$ cat src/rtl/trigger_unit.sv
// Trigger unit: prescaled probe sampling, edge trigger detection and arm/capture sequencing.
// Optional feature macro: TRIG_TIMEOUT_EN forces a trigger after TIMEOUT_SAMPLES idle ARMED samples.
module trigger_unit #(
    parameter int CHANNELS        = 16,
    parameter int POST_TRIG_DEPTH = 1024,
    parameter int TIMEOUT_SAMPLES = 4096
) (
    input  logic                clk,
    input  logic                rst,
    input  logic [CHANNELS-1:0] data_in,
    input  logic [15:0]         prescaling_factor,
    input  logic [1:0]          trigger_kind [CHANNELS],
    input  logic                arm,
    input  logic                abort,
    output logic                sample_valid,
    output logic [CHANNELS-1:0] sample_data,
    output logic                triggered,
    output logic [1:0]          state,
    output logic                timed_out
);
    localparam int PW = $clog2(POST_TRIG_DEPTH + 1);

    typedef enum logic [1:0] {
        IDLE    = 2'b00,
        ARMED   = 2'b01,
        CAPTURE = 2'b10,
        DONE    = 2'b11
    } state_t;

    if (POST_TRIG_DEPTH < 1 || TIMEOUT_SAMPLES < 1) begin : g_param_check
        $error("trigger_unit: POST_TRIG_DEPTH and TIMEOUT_SAMPLES must be at least 1");
    end

    state_t              state_q;
    logic [CHANNELS-1:0] sync1;
    logic [CHANNELS-1:0] sync2;
    logic [15:0]         pre_count;
    logic [15:0]         pre_n;
    logic [15:0]         n_eff;
    logic [PW-1:0]       post_count;
    logic                prev_valid;
    logic                running;
    logic                tick;
    logic                free_run;
    logic                edge_hit;
    logic                trig_hit;
    logic                force_trig;

    assign state   = state_q;
    assign n_eff   = (prescaling_factor == 16'd0) ? 16'd1 : prescaling_factor;
    assign running = (state_q == ARMED) || (state_q == CAPTURE);
    assign tick    = running && (pre_count == pre_n - 16'd1);

    // sample_data doubles as the previous-sample register for edge detection
    always_comb begin
        free_run = 1'b1;
        edge_hit = 1'b0;
        for (int i = 0; i < CHANNELS; i++) begin
            if (trigger_kind[i] != 2'b00)
                free_run = 1'b0;
            if (prev_valid && trigger_kind[i][0] && !sample_data[i] && sync2[i])
                edge_hit = 1'b1;
            if (prev_valid && trigger_kind[i][1] && sample_data[i] && !sync2[i])
                edge_hit = 1'b1;
        end
    end

    assign trig_hit = free_run || edge_hit;

`ifdef TRIG_TIMEOUT_EN
    localparam int TW = $clog2(TIMEOUT_SAMPLES + 1);

    logic [TW-1:0] to_count;
    logic          to_flag;

    assign force_trig = (to_count == TW'(TIMEOUT_SAMPLES));
    assign timed_out  = to_flag;

    // Counts untriggered ARMED samples; a real trigger on the forcing sample leaves the flag clear
    always_ff @(posedge clk) begin
        if (rst) begin
            to_count <= '0;
            to_flag  <= 1'b0;
        end else if (!abort && arm && (state_q == IDLE || state_q == DONE)) begin
            to_count <= '0;
            to_flag  <= 1'b0;
        end else if (!abort && tick && state_q == ARMED && !trig_hit) begin
            if (force_trig)
                to_flag <= 1'b1;
            else
                to_count <= to_count + TW'(1);
        end
    end
`else
    assign force_trig = 1'b0;
    assign timed_out  = 1'b0;
`endif

    always_ff @(posedge clk) begin
        if (rst) begin
            sync1        <= '0;
            sync2        <= '0;
            state_q      <= IDLE;
            pre_count    <= '0;
            pre_n        <= 16'd1;
            post_count   <= '0;
            prev_valid   <= 1'b0;
            sample_valid <= 1'b0;
            sample_data  <= '0;
            triggered    <= 1'b0;
        end else begin
            sync1        <= data_in;
            sync2        <= sync1;
            sample_valid <= 1'b0;
            triggered    <= 1'b0;
            if (abort) begin
                state_q <= IDLE;
            end else begin
                case (state_q)
                    IDLE, DONE: begin
                        if (arm) begin
                            state_q    <= ARMED;
                            pre_count  <= '0;
                            pre_n      <= n_eff;
                            prev_valid <= 1'b0;
                        end
                    end
                    ARMED, CAPTURE: begin
                        // Period is re-latched at every wrap so changes apply from the next period
                        if (tick) begin
                            pre_count    <= '0;
                            pre_n        <= n_eff;
                            sample_valid <= 1'b1;
                            sample_data  <= sync2;
                            if (state_q == ARMED) begin
                                prev_valid <= 1'b1;
                                if (trig_hit || force_trig) begin
                                    triggered  <= 1'b1;
                                    post_count <= PW'(1);
                                    state_q    <= (POST_TRIG_DEPTH == 1) ? DONE : CAPTURE;
                                end
                            end else begin
                                post_count <= post_count + PW'(1);
                                if (post_count + PW'(1) == PW'(POST_TRIG_DEPTH))
                                    state_q <= DONE;
                            end
                        end else begin
                            pre_count <= pre_count + 16'd1;
                        end
                    end
                    default: ;
                endcase
            end
        end
    end

endmodule

$ cat config.mk
export PLATFORM = sky130hd
export DESIGN_NAME = trigger_unit
export DESIGN_NICKNAME = d
export VERILOG_FILES = /design/src/rtl/trigger_unit.sv
export SDC_FILE = /design/constraint.sdc
export NUM_CORES = 1
export LEC_CHECK = 0
export CORE_UTILIZATION = 42
export CTS_CLUSTER_DIAMETER = 200
export CTS_CLUSTER_SIZE = 24
export DETAILED_ROUTE_END_ITERATION = 10
export PLACE_DENSITY = 0.63
export SYNTH_ARGS = -nofsm -noshare
export SYNTH_HDL_FRONTEND = slang
export SYNTH_SLANG_ARGS = --single-unit
$ cat constraint.sdc
create_clock -name clk -period 5.5 [get_ports clk]
set_input_delay 1.1 -clock clk [delete_from_list [all_inputs] [get_ports clk]]
set_output_delay 1.1 -clock clk [all_outputs]
set_load 0.05 [all_outputs]
# After elaboration in Yosys (flattened, before gate mapping)
# Index checks and enable logic that the tools add are counted.
# W data, S select, Z words.
[word_totals] word_cells=257 register_bits=96 input_bits=68 rom_bits=0 mem_count=0 latch_bits=0 ram_bits=0 out_inout_bits=21
[op_classes] n_div=0 mul=0 add_sub_neg=3 muxes=69 bitwise_logic=4 shift=0 n_reduce_logical=160 n_eq_ne=11 order_cmp=0
[op_table] cell="$logic_and A1 B1 Y1" n=97
[op_table] cell="$mux W16" n=5
[op_table] cell="$pmux W16 S2" n=2
[op_table] cell="$mux W1" n=53
[op_table] cell="$logic_not A1 Y1" n=32
[op_table] cell="$reduce_bool A2 Y1" n=16
[op_table] cell="$mux W11" n=2
[op_table] cell="$add A16 B1 Y16 const B" n=1
[op_table] cell="$eq A16 B16 Y1" n=1
[op_table] cell="$logic_not A16 Y1" n=1
[op_table] cell="$sub A16 B1 Y16 const B" n=1
[op_table] cell="$reduce_and A4 Y1" n=3
[op_table] cell="$add A11 B1 Y11 const B" n=1
[op_table] cell="$eq A11 B11 Y1 const B" n=1
[op_table] cell="$mux W2" n=5
[op_table] cell="$ne A2 B2 Y1 const B" n=4
[op_table] cell="$ne A3 B3 Y1 const B" n=2
[op_table] cell="$reduce_and A3 Y1" n=2
[op_table] cell="$reduce_or A2 Y1" n=3
[op_table] cell="$reduce_or A5 Y1" n=1
[op_table] cell="$eq A2 B2 Y1 const B" n=2
[op_table] cell="$not A1 Y1" n=4
[op_table] cell="$pmux W2 S2" n=1
[op_table] cell="$reduce_or A3 Y1" n=1
[op_table] cell="5 further kinds" n=6

# Depth between registers and ports, before layout
[logic_depth] ltp_word=40 mapped_depth=14 depth_no_buf=10

# Worst setup path before layout
# Ideal clock, no wire load.
[synth_timing] path_kind="flip-flop to flip-flop" startpoint="register pre_n[0]" endpoint="register sample_data[0]" setup_time_ps=128 path_stages_with_launch=15 arrival_ps=3076 synth_period_minus_slack_ps=3203 slack_ps=2297 t_required_ps=5372 cell_sequence="dfxtp_1 clkbuf_1 inv_1 ha_1 or4b_1 buf_2 nor4_1 xnor2_1 o211ai_1 nor4_4 and4_1 buf_2 buf_6 mux2i_1 nor2_1"
[synth_via] elab_chain_cells=4
[synth_lines] element="from (decl)" line_no="38" source="logic [15:0] pre_n;"
[synth_lines] element="from (signal assigned)" line_no="124" source="pre_n <= n_eff;"
[synth_lines] element="from (signal assigned)" line_no="132" source="pre_n <= n_eff;"
[synth_lines] element="$sub A16 B1 Y16" line_no="52" source="assign tick = running && (pre_count == pre_n - 16'd1);"
[synth_lines] element="$eq A16 B16 Y1" line_no="52"
[synth_lines] element="$logic_and A1 B1 Y1" line_no="52"
[synth_lines] element="$reduce_and A3 Y1 (no line)"
[synth_lines] element="to (signal assigned)" line_no="134" source="sample_data <= sync2;"
[synth_lines] element="to (decl)" line_no="16" source="output logic [CHANNELS-1:0] sample_data,"
# No other way between the ends.
# A chain may end at the register's enable or synchronous reset.

# Final worst setup path
[layout_timing] startpoint="register pre_n[0]" endpoint="register sample_data[1]"
# Same word-level chain as after synthesis.

==> flow_metrics.py <==
metrics = {
    "run_status": {
        "run_status": "finished, final reports clean",
    },
    "clock_tree": {
        "cts_buffers": 9,
        "cts.path.max_buffers": 2,
        "ctsHtreeMaxLevel": 3,
        "ctsResizeCount": 0,
        "cts.root.buffer_cell": "clkbuf_16",
        "postCtsSetupRepairBufs": 0,
        "cts_num_sinks": 96,
        "tritoncts": "built",
        "cts-hold-fix-buffers": 0,
        "worstSkewPairLatency_ns": 0.35,
        "clk_pin_slew_ns": 0.07,
    },
    "setup_path": {
        "cp_slowest_stage_delay_ns": 1.10,
        "timing_worst_setup_path_type": "register to register",
        "worstPathRequired_ns": 5.73,
        "cp_capture_type": "register",
        "cpMaxStageDelayCell": "and4_1",
        "ff2ff_setup_slack_ns": 1.44,
        "r2r_start": "pre_n[0]$_SDFFE_PP1P_",
        "worst_r2r_path_depth": 10,
        "regToRegEndpoint": "sample_data[1]$_SDFFE_PP0P_",
        "cp_cell_sequence": "inv_1 -> ha_1 -> or4b_1 -> nor4_1 -> xnor2_1 -> o211ai_1 -> nor4_4 -> and4_1 -> mux2i_1 -> nor2_1",
        "start_kind": "register",
        "crit_arrival_ns": 4.29,
        "critPathMaxFanout": 22,
        "critical-path-top-delay-family": "simple AND/OR/NAND/NOR gates",
        "critPathBufInv": 1,
    },
    "final_layout": {
        "final_cell_count_no_fill": 763,
        "drive_gt1_frac": 0.0482,
        "area_of_combinational_cells_with_multiple_inputs_um2": 2740,
        "flow.area_growth_from_synthesis_pct": 24.8,
        "ff_latch_area_um2": 1920,
        "layout.cells.most_common_list": "dfxtp_1 (96), clkdlybuf4s50_1 (86), nor2_1 (53)",
        "leading_cell_type_in_the_layout_fill_and_taps_excluded": "dfxtp_1",
        "num-fill-cells": 1037,
        "insertedDiodeCount": 0,
        "nets": 692,
    },
    "place": {
        "place_inst": 747,
        "globalplace.congestion": 0.862,
        "detailed_place_hpwl_um": 8680,
        "port-buffer-count": 87,
    },
    "power_and_ir_drop": {
        "comb_power_share": 0.128,
        "power_density_relative_to_cell_area_nw_per_um2": 259,
        "power_frac_seq": 0.471,
        "total_power_w": 0.00156,
        "cellInternalPower_w": 0.00114,
        "total_leakage_power_nw": 2.10,
        "netSwitchingPower_w": 0.000423,
        "peak_supply_drop_uv": 141,
        "clockPowerShare": 0.400,
        "power_switching_share": 0.270,
    },
    "logic_synthesis": {
        "synth_edf_count": 0,
        "cell_area_synth_um2": 4840,
        "synth_top_area_share": 0.397,
        "synth_nets": 623,
        "synth_top_cells_by_area": "dfxtp_1 (40%), mux2i_1 (7.0%), nand2b_1 (4.4%), nor2b_1 (4.3%), nor2_1 (4.1%)",
        "largest_area_contributor_in_the_synthesized_netlist": "dfxtp_1",
        "synth_seq_area_share": 0.397,
        "post_synth.cell_area_avg_um2": 8.81,
        "ys_warns": 0,
        "async_reset_ff_frac": 0,
        "yosysUniqueCellTypes": 56,
        "synth_flop_cell": "dfxtp_1",
        "synth.ff_latch_count": 96,
        "synthCells": 549,
    },
    "job": {
        "drv.max_cap_violation_count": 0,
    },
    "sta": {
        "finalSetupViolations": 0,
        "fin_setup_tns_ns": 0,
        "grt_setup_unrepaired": "no",
        "tightest_slew_ns": 1.22,
        "hold-worst-slack_ns": 0.437,
        "final_min_period_over_clock_period": 0.738,
        "report.final.hold_viol_count": 0,
        "final.setup_skew_ns": 0.00796,
        "maxSlewViolCount": 0,
        "period_minus_slack_ns": 4.06,
        "slew-limit-headroom": 0.187,
        "max_freq_mhz": 246,
    },
    "floorplanning": {
        "die-height_um": 109,
        "rows": 38,
        "design.die.area_um2": 11900,
        "starting_density": 0.439,
        "io-pin-count": 89,
        "die_w_um": 109,
        "standard_cell_core_area_um2": 11000,
    },
    "global_route": {
        "grt_pass1_wl_um": 19000,
        "pin_count_of_the_biggest_net_entering_global_routing": 43,
        "groute.usage.overall": 0.207,
        "first_global_vias": 3920,
        "antenna_found_initial": 0,
        "gr-total-overflow": 0,
    },
    "route": {
        "route.vias.total": 4046,
        "detail_route.wl_per_cell_um": 15.4,
        "remaining_drcs": 0,
        "final_antenna_net_count": 0,
        "routed_via_density": 5.30,
        "drtPass1Iterations": 4,
        "detail_route.iter0.violations": 221,
        "totalWireLength_um": 11700,
    },
    "min_path": {
        "timing.hold.worst_endpoint": "sync2[2]$_SDFF_PP0_",
        "timing.hold.worst_path_depth": 1,
        "hp-class": "register to register",
        "timing.hold.worst.start": "sync1[2]$_SDFF_PP0_",
    },
}
[worst max-delay path by stage]
| stage | depth (start not counted) | end | startpoint | slack, ns |
|---|---|---|---|---|
| 3_3_place_gp | 10 | sample_data[0]$_SDFFE_PP0P_ | pre_n[0]$_SDFFE_PP1P_ | 1.60 |
| 5_1_grt | 10 | sample_data[9]$_SDFFE_PP0P_ | pre_n[0]$_SDFFE_PP1P_ | 1.14 |
| 2_1_floorplan | 14 | sample_data[0]$_SDFFE_PP0P_ | pre_n[0]$_SDFFE_PP1P_ | 2.30 |
| 6_report | 10 | sample_data[1]$_SDFFE_PP0P_ | pre_n[0]$_SDFFE_PP1P_ | 1.44 |
| 4_1_cts | 10 | sample_data[13]$_SDFFE_PP0P_ | pre_n[0]$_SDFFE_PP1P_ | 1.47 |
| 3_5_place_dp | 10 | sample_data[13]$_SDFFE_PP0P_ | pre_n[0]$_SDFFE_PP1P_ | 1.47 |
[flip-flops by register name, indices dropped and copies added (netlist names), 2 cells and up]
name,flops
post_count,11
sync2,16
sample_data,16
pre_count,16
sync1,16
state,2
pre_n,16
[per-stage QoR]
stage,cell area [µm²],worst slack [ns],util
2_1_floorplan,4840,2.30,-
3_3_place_gp,5740,1.60,0.521
3_5_place_dp,5740,1.47,0.521
4_1_cts,6040,1.47,0.547
5_1_grt,6040,1.14,0.547
6_report,6040,1.44,0.547
[routing by layer]
layer	track usage	vias up	routed length, µm
met3	0.0456	12	461
li1	-	2067	-
met4	0.0724	0	149
met2	0.334	73	5420
met1	0.272	1894	5710
met5	0	-	0
[synth_stat cells (3+ instances only)]
master and n:
nand2b_1 34, dfxtp_1 96, buf_6 3, o31ai_1 7, nand4_1 10, xnor2_1 20
a21oi_1 18, buf_2 6, or3_1 4, nand2_1 31, clkbuf_1 20, nor4_1 19
or4_1 6, nand4b_1 6, nor2b_1 33, o21ai_0 22, inv_1 6, a31oi_1 5
and4_1 3, nor3_1 12, nand3b_1 16, nor2_1 53, nand3_1 18, and3_1 9
mux2i_1 34, xor2_1 18, o22ai_1 3, ha_1 6
[cell type report]
cell class              instances  share of cell area
clock buffers                   9              0.0373
multi-input cells             415               0.454
repair buffers                 89               0.146
well taps                     140              0.0290
clock inverters                 7              0.0114
inverters                       7             0.00435
flip-flops and latches         96               0.318
[power groups by stage]
stage | clock [W] | combinational, W | sequential [W]
2_1_floorplan | 0 | 0.000128 | 0.000745
3_3_place_gp | 0 | 0.000198 | 0.000753
3_5_place_dp | 0 | 0.000201 | 0.000753
4_1_cts | 0.000637 | 0.000202 | 0.000737
5_1_grt | 0.000669 | 0.000218 | 0.000740
6_report | 0.000625 | 0.000201 | 0.000737
[cell families after synthesis]
kind of cell               Yosys count  share of synthesized area
DFF                                 96                      0.397
xor gates and xnor gates            38                     0.0688
muxes                               35                     0.0727
buffers and inverters               38                     0.0365
adders and majority gates            6                     0.0155
and+or+nand+nor                    265                      0.316
AOI/OAI and AO/OA                   70                     0.0921
other                                1                   0.000775
[worst reg2reg max path: cells and delay by family, from the launching register on]
family                     cells  cell delay [ns]
AOI/OAI and AO/OA              1             0.15
xor gates and xnor gates       1             0.16
adders and majority gates      1             0.26
buffers and inverters          1             0.08
DFF                            1             0.38
muxes                          1             0.30
and+or+nand+nor                5             2.61
No activity file was read; power rests on OpenSTA's default activity.
